## src/rtl/bank_config_writer.sv

```systemverilog
// Configuration-bank write controller: takes a serial bitstream over valid/ready and
// writes it row by row through the BL/WL decoders with setup, pulse and hold phases.
module bank_config_writer #(
   parameter int unsigned BL_ADDR_W    = 5,
   parameter int unsigned WL_ADDR_W    = 5,
   parameter int unsigned NUM_BL       = 19,
   parameter int unsigned NUM_WL       = 19,
   parameter int unsigned PULSE_CYCLES = 1
) (
   input  logic                 prog_clk,
   input  logic                 reset,
   input  logic                 start,
   input  logic                 bit_in,
   input  logic                 bit_valid,
   output logic                 bit_ready,
   output logic                 bl_enable,
   output logic [BL_ADDR_W-1:0] bl_addr,
   output logic                 bl_data,
   output logic                 wl_enable,
   output logic [WL_ADDR_W-1:0] wl_addr,
   output logic                 busy,
   output logic                 done
);

   localparam int unsigned PCNT_W = (PULSE_CYCLES > 1) ? $clog2(PULSE_CYCLES) : 1;
   localparam logic [BL_ADDR_W-1:0] BL_LAST    = BL_ADDR_W'(NUM_BL - 1);
   localparam logic [WL_ADDR_W-1:0] WL_LAST    = WL_ADDR_W'(NUM_WL - 1);
   localparam logic [PCNT_W-1:0]    PULSE_LAST = PCNT_W'(PULSE_CYCLES - 1);

   typedef enum logic [2:0] {
      S_IDLE,
      S_LOAD,
      S_SETUP,
      S_PULSE,
      S_HOLD,
      S_DONE
   } state_t;

   state_t              state;
   logic [PCNT_W-1:0]   pulse_cnt;

   // Ready is the only output decoded straight from the state register.
   assign bit_ready = (state == S_LOAD);

   // The address registers double as the row/column counters.
   always_ff @(posedge prog_clk) begin
      if (reset) begin
         state     <= S_IDLE;
         pulse_cnt <= '0;
         bl_enable <= 1'b0;
         wl_enable <= 1'b0;
         bl_addr   <= '0;
         wl_addr   <= '0;
         bl_data   <= 1'b0;
         busy      <= 1'b0;
         done      <= 1'b0;
      end else begin
         done <= 1'b0;
         case (state)
            S_IDLE: begin
               if (start) begin
                  state     <= S_LOAD;
                  busy      <= 1'b1;
                  bl_addr   <= '0;
                  wl_addr   <= '0;
                  pulse_cnt <= '0;
               end
            end
            S_LOAD: begin
               if (bit_valid) begin
                  bl_data <= bit_in;
                  state   <= S_SETUP;
               end
            end
            S_SETUP: begin
               state     <= S_PULSE;
               bl_enable <= 1'b1;
               wl_enable <= 1'b1;
               pulse_cnt <= '0;
            end
            S_PULSE: begin
               if (pulse_cnt == PULSE_LAST) begin
                  state     <= S_HOLD;
                  bl_enable <= 1'b0;
                  wl_enable <= 1'b0;
                  pulse_cnt <= '0;
               end else begin
                  pulse_cnt <= pulse_cnt + PCNT_W'(1);
               end
            end
            S_HOLD: begin
               // Addresses only move here, while both enables are already low.
               if (bl_addr != BL_LAST) begin
                  bl_addr <= bl_addr + BL_ADDR_W'(1);
                  state   <= S_LOAD;
               end else if (wl_addr != WL_LAST) begin
                  bl_addr <= '0;
                  wl_addr <= wl_addr + WL_ADDR_W'(1);
                  state   <= S_LOAD;
               end else begin
                  state <= S_DONE;
                  done  <= 1'b1;
               end
            end
            S_DONE: begin
               state   <= S_IDLE;
               busy    <= 1'b0;
               bl_addr <= '0;
               wl_addr <= '0;
               bl_data <= 1'b0;
            end
            default: begin
               state <= S_IDLE;
            end
         endcase
      end
   end

endmodule
```

## config.mk

```make
export PLATFORM = sky130hd
export DESIGN_NAME = bank_config_writer
export DESIGN_NICKNAME = d
export VERILOG_FILES = /design/src/rtl/bank_config_writer.sv
export SDC_FILE = /design/constraint.sdc
export NUM_CORES = 1
export LEC_CHECK = 0
export ABC_AREA = 0
export BUFFER_PORTS_ARGS = -buffer_cell sky130_fd_sc_hd__buf_2
export CAP_MARGIN = 20
export CORE_UTILIZATION = 47
export CTS_CLUSTER_DIAMETER = 30
export DETAILED_ROUTE_END_ITERATION = 8
export PLACE_DENSITY_LB_ADDON = 0.15
export SETUP_SLACK_MARGIN = 0.3
export SLEW_MARGIN = 0
export SYNTH_ARGS = -nofsm -noshare
export SYNTH_HDL_FRONTEND = slang
export SYNTH_SLANG_ARGS = --single-unit
```

## constraint.sdc

```tcl
create_clock -name prog_clk -period 1.7 [get_ports prog_clk]
set_input_delay 0.51 -clock prog_clk [delete_from_list [all_inputs] [get_ports prog_clk]]
set_output_delay 0.51 -clock prog_clk [all_outputs]
set_load 0.005 [all_outputs]
```

Yosys cells after proc, flatten, opt, wreduce, memory -nomap -nowiden. Cells that the tools add are included.

Register bits after elaboration: 18. Input bits: 5. Output and inout port bits: 16. Word-level logic and storage cells: 62.

Bitwise operators: 1. Add/subtract/negate cells: 3. Reductions and logical operators: 14. Mux-type cells: 23. Equal/unequal tests: 13.

Operators with widths (number): $pmux 5 s3 (2); $mux 5 (5); $mux 3 (5); $pmux 3 s5 (1); $add 5x1->5 const B (2); $ne 2x2->1 const B (5); $ne 5x5->1 const B (2); $reduce_and 2->1 (4); $eq 3x2->1 const B (2); $eq 3x3->1 const B (2); $mux 1 (6); $pmux 1 s2 (3); $reduce_and 3->1 (2); $reduce_bool 2->1 (3); $reduce_bool 3->1 (2); $reduce_and 4->1 (1); $eq 3x1->1 const B (1); $logic_not 3->1 (1); $ne 3x3->1 const B (1); $pmux 1 s3 (1); $reduce_or 3->1 (1); $add 1x1->1 const B (1); $not 1->1 (1).

Longest topological paths before layout.
Depth after elaboration: 4. Mapped depth: 6. Mapped depth without buffers: 6.

Worst setup path after synthesis. Ideal clock, no wire load.

Path kind: register to register. Start point: register wl_addr[0]. End point: register wl_addr[2]. Setup time: 0.122 ns. Stages on the path, launching flop included: 7. Required time: 1.578 ns. Path buffers: 0. Arrival: 1.570 ns. Path slack: 0.007 ns. Period minus slack after synthesis: 1.693 ns. Cells stage by stage: dfxtp_1 > inv_1 > ha_1 > and4bb_4 > o21a_1 > o21a_1 > a221o_2.

Word-level cells in the longest chain between the ends: 4. Elaborated cells on any way between the ends: 7. Classes of those cells: add/sub: 1; eq/ne: 2; mux: 3; reduce/logical: 1.

RTL lines: start, declared (line 20) `output logic [WL_ADDR_W-1:0] wl_addr,`; start signal, assigned (line 98) `wl_addr <= wl_addr + WL_ADDR_W'(1);`; $add 5x1->5 (line 98); $mux 5 (line 96) `end else if (wl_addr != WL_LAST) begin`; $mux 5 (line 93) `if (bl_addr != BL_LAST) begin`; $pmux 5 s3 (line 59) `case (state)`.

Several ways; a longest one is shown, not always the timed one. The select of a mux whose other input is x is not followed. A chain may end at the register's enable or synchronous reset.

Final worst setup path. Ends and elaborated chain as after synthesis.

==> results.txt <==
DRT antenna net count: 0
Port Buffers: 20
leakage: 0.588 nW
DRC: 0
chip height: 47.0 µm
global route total overflow: 0
post-layout min period: 1.64 ns
fin. max-slew vios: 0
# IOs: 21
ys async rst share: 0%
pwr/cell area: 542 nW/µm²
status: finished clean
CTS Buf Count: 3
Final period util: 96.3%
Max Freq: 611 MHz
synthesized area per cell: 9.32 µm²
Clock power frac: 28.0%
Setup TNS: 0 ns
Worst Max-Slew Pin Slew: 0.263 ns
Post-Synthesis Cells: 102
clk buf depth: 2
Seq pwr share: 54.8%
wirelength, routed: 2600 µm
Via density: 5.59
Logic pwr share: 17.2%
Power Internal: 566 µW
Yosys warnings: 0
# diodes: 0
Root Buffer: clkbuf_4
area grow syn2layout: 48.7%
Hold Fails Final Rpt: 0
clock slew at reported path FFs: 0.09 ns
initial drt markers: 7
Startpoint Class: register
Synth top cells by count: dfxtp_1 (17), a21oi_1 (8), nor2_1 (8), o21ai_0 (8), nand3_1 (7)
RSZ-0062 raised after global routing: yes
layout cell share with drive strength beyond 1: 55.9%
Initial Util: 52.8%
Slew HR: 82.5%
Worst Path Required: 1.89 ns
Reg-to-Reg Start: wl_addr[0]
dominant synthesized flop cell: dfxtp_1
first-pass GRT wire length: 3320 µm
Nets: 155
Sink Count: 17
die area: 2210 µm²
Syn Std Cell Area: 951 µm²
Synth Net Count: 111
core box area: 1800 µm²
Yosys top cell area share: 35.8%
Chip Width: 47.0 µm
detailed-placement wirelength estimate: 1450 µm
number of vias in the routed layout: 950
routed length per placed instance: 15.3 µm
Net Sw Frac: 26.2%
Post-synth EDFFs: 0
Fin Clk Skew: 0.00127 ns
synthesized flop and latch total: 17
clk_lat worst skew: 0.29 ns
largest net degree at the start of global routing: 12
Netlist cell types: 40
most numerous cell in the Yosys netlist: dfxtp_1
Setup crit end: wl_addr[2]
R2R depth: 6
vias in the first global route: 760
final worst slack: 0.0627 ns
synth top area cells: dfxtp_1 (36%), ha_1 (5.3%), a21oi_1 (4.2%), o21ai_0 (4.2%), nand3_1 (3.7%)
first-pass iteration count of the detailed router: 4
crit-path max FO: 4
initial antenna violation count: 0
TritonCTS clock tree: done
leading area contributor after synthesis: dfxtp_1
Critical Path Start: wl_addr[0]
H-tree depth: 1
Psw: 201 µW
CP arrival: 1.82 ns
Max VDD drop: 0.432 mV
max_cap viols: 0
gr usage total: 21.2%
DP Worst Slack: 0.0237 ns
R2R Setup Slk: 0.06 ns
element type at the critical path end: register
CP Class: reg2reg
Rows: 15
final setup fails: 0
WHS: 0.478 ns
Seq/Total Area, Yosys: 35.8%
GPL Wtd Cong: 0.795
hold crit path type: in2reg
FF-to-FF End: wl_addr[2]
## kinds of logic after synthesis
kind of cell / after synthesis / synth area share [%]
AOI/OAI and AO/OA: 31 / 21.3
adders and majority gates: 4 / 5.26
muxes: 1 / 1.18
buffers and inverters: 11 / 6.58
and+or+nand+nor: 38 / 29.9
DFF: 17 / 35.8
## worst min path at each step
stage               startpoint      end  slack (ns)  cells past startpoint
global route            bit_in  bl_data        0.49                      3
detailed placement     bl_data  bl_data        0.48                      2
CTS                     bit_in  bl_data        0.48                      3
finish                  bit_in  bl_data        0.48                      3
floorplan              bl_data  bl_data        0.48                      2
global placement       bl_data  bl_data        0.48                      2
## layout by cell type (no fill, tap or decap), types with 2 or more instances in the layout
| cell type | n |
|---|---|
| dfxtp_2 | 6 |
| buf_2 | 20 |
| o21a_1 | 4 |
| ha_4 | 2 |
| clkbuf_4 | 3 |
| buf_4 | 19 |
| dfxtp_4 | 4 |
| nor2b_1 | 4 |
| buf_6 | 6 |
| a21oi_1 | 7 |
| nand3_1 | 7 |
| a31oi_1 | 2 |
| nor3_4 | 2 |
| and3_1 | 2 |
| ha_1 | 2 |
| o21ai_0 | 7 |
| dfxtp_1 | 7 |
| inv_1 | 3 |
| nor2_1 | 7 |
## registers in the layout, summed over array words and instances, names as in the netlist
| name | count |
|---|---|
| done | 1 |
| busy | 1 |
| bl_addr | 5 |
| wl_enable | 1 |
| bl_data | 1 |
| wl_addr | 5 |
| state | 3 |
## per-layer routing
metal / routed length [µm] / vias up / GRT usage (%)
met5: 0 / - / 0
met4: 87 / 0 / 3.43
met3: 91 / 12 / 5.77
met2: 1330 / 29 / 36.7
met1: 1090 / 446 / 26.7
li1: - / 463 / -
## through the flow
stage / cell area [µm²] / util, % / instances / total power [mW]
after detailed placement: 1100 / 61.3 / 147 / 0.518
after global routing: 1410 / 78.5 / 170 / 0.804
after CTS: 1250 / 69.3 / 161 / 0.747
after global placement: 1100 / 61.3 / 147 / 0.516
after floorplan: 976 / - / 102 / 0.492
final: 1410 / 78.5 / 170 / 0.767
## cell type report
class / instances / area, µm²
multi-input combinational: 74 / 662
timing repair buffer: 45 / 310
sequential: 17 / 363
tap: 25 / 31.3
fill: 114 / 388
inverter: 5 / 21.3
clock buffer: 4 / 26.3
## worst max-delay path, stage by stage (launching register included)
cell	delay, ns
dfxtp_2	0.35
inv_2	0.05
ha_4	0.15
and4bb_4	0.21
o21a_1	0.19
o21a_1	0.22
a221o_2	0.36
## timing repair
action                                  in CTS  in global routing
endpoints found under the setup margin      13                 15
pin swaps                                    3                  8
setup buffers                               10                  9
gates resized for setup                     15                 19
hold buffers                                 0                  0
## power groups by stage
stage                     combinational [mW]  clock [mW]  sequential (mW)
after floorplan                       0.0666           0            0.426
after global placement                0.0795           0            0.436
after detailed placement              0.0808           0            0.437
after CTS                              0.101       0.223            0.424
after global routing                   0.144       0.238            0.422
final                                  0.132       0.215            0.420
No activity file was read; power rests on OpenSTA's default activity.
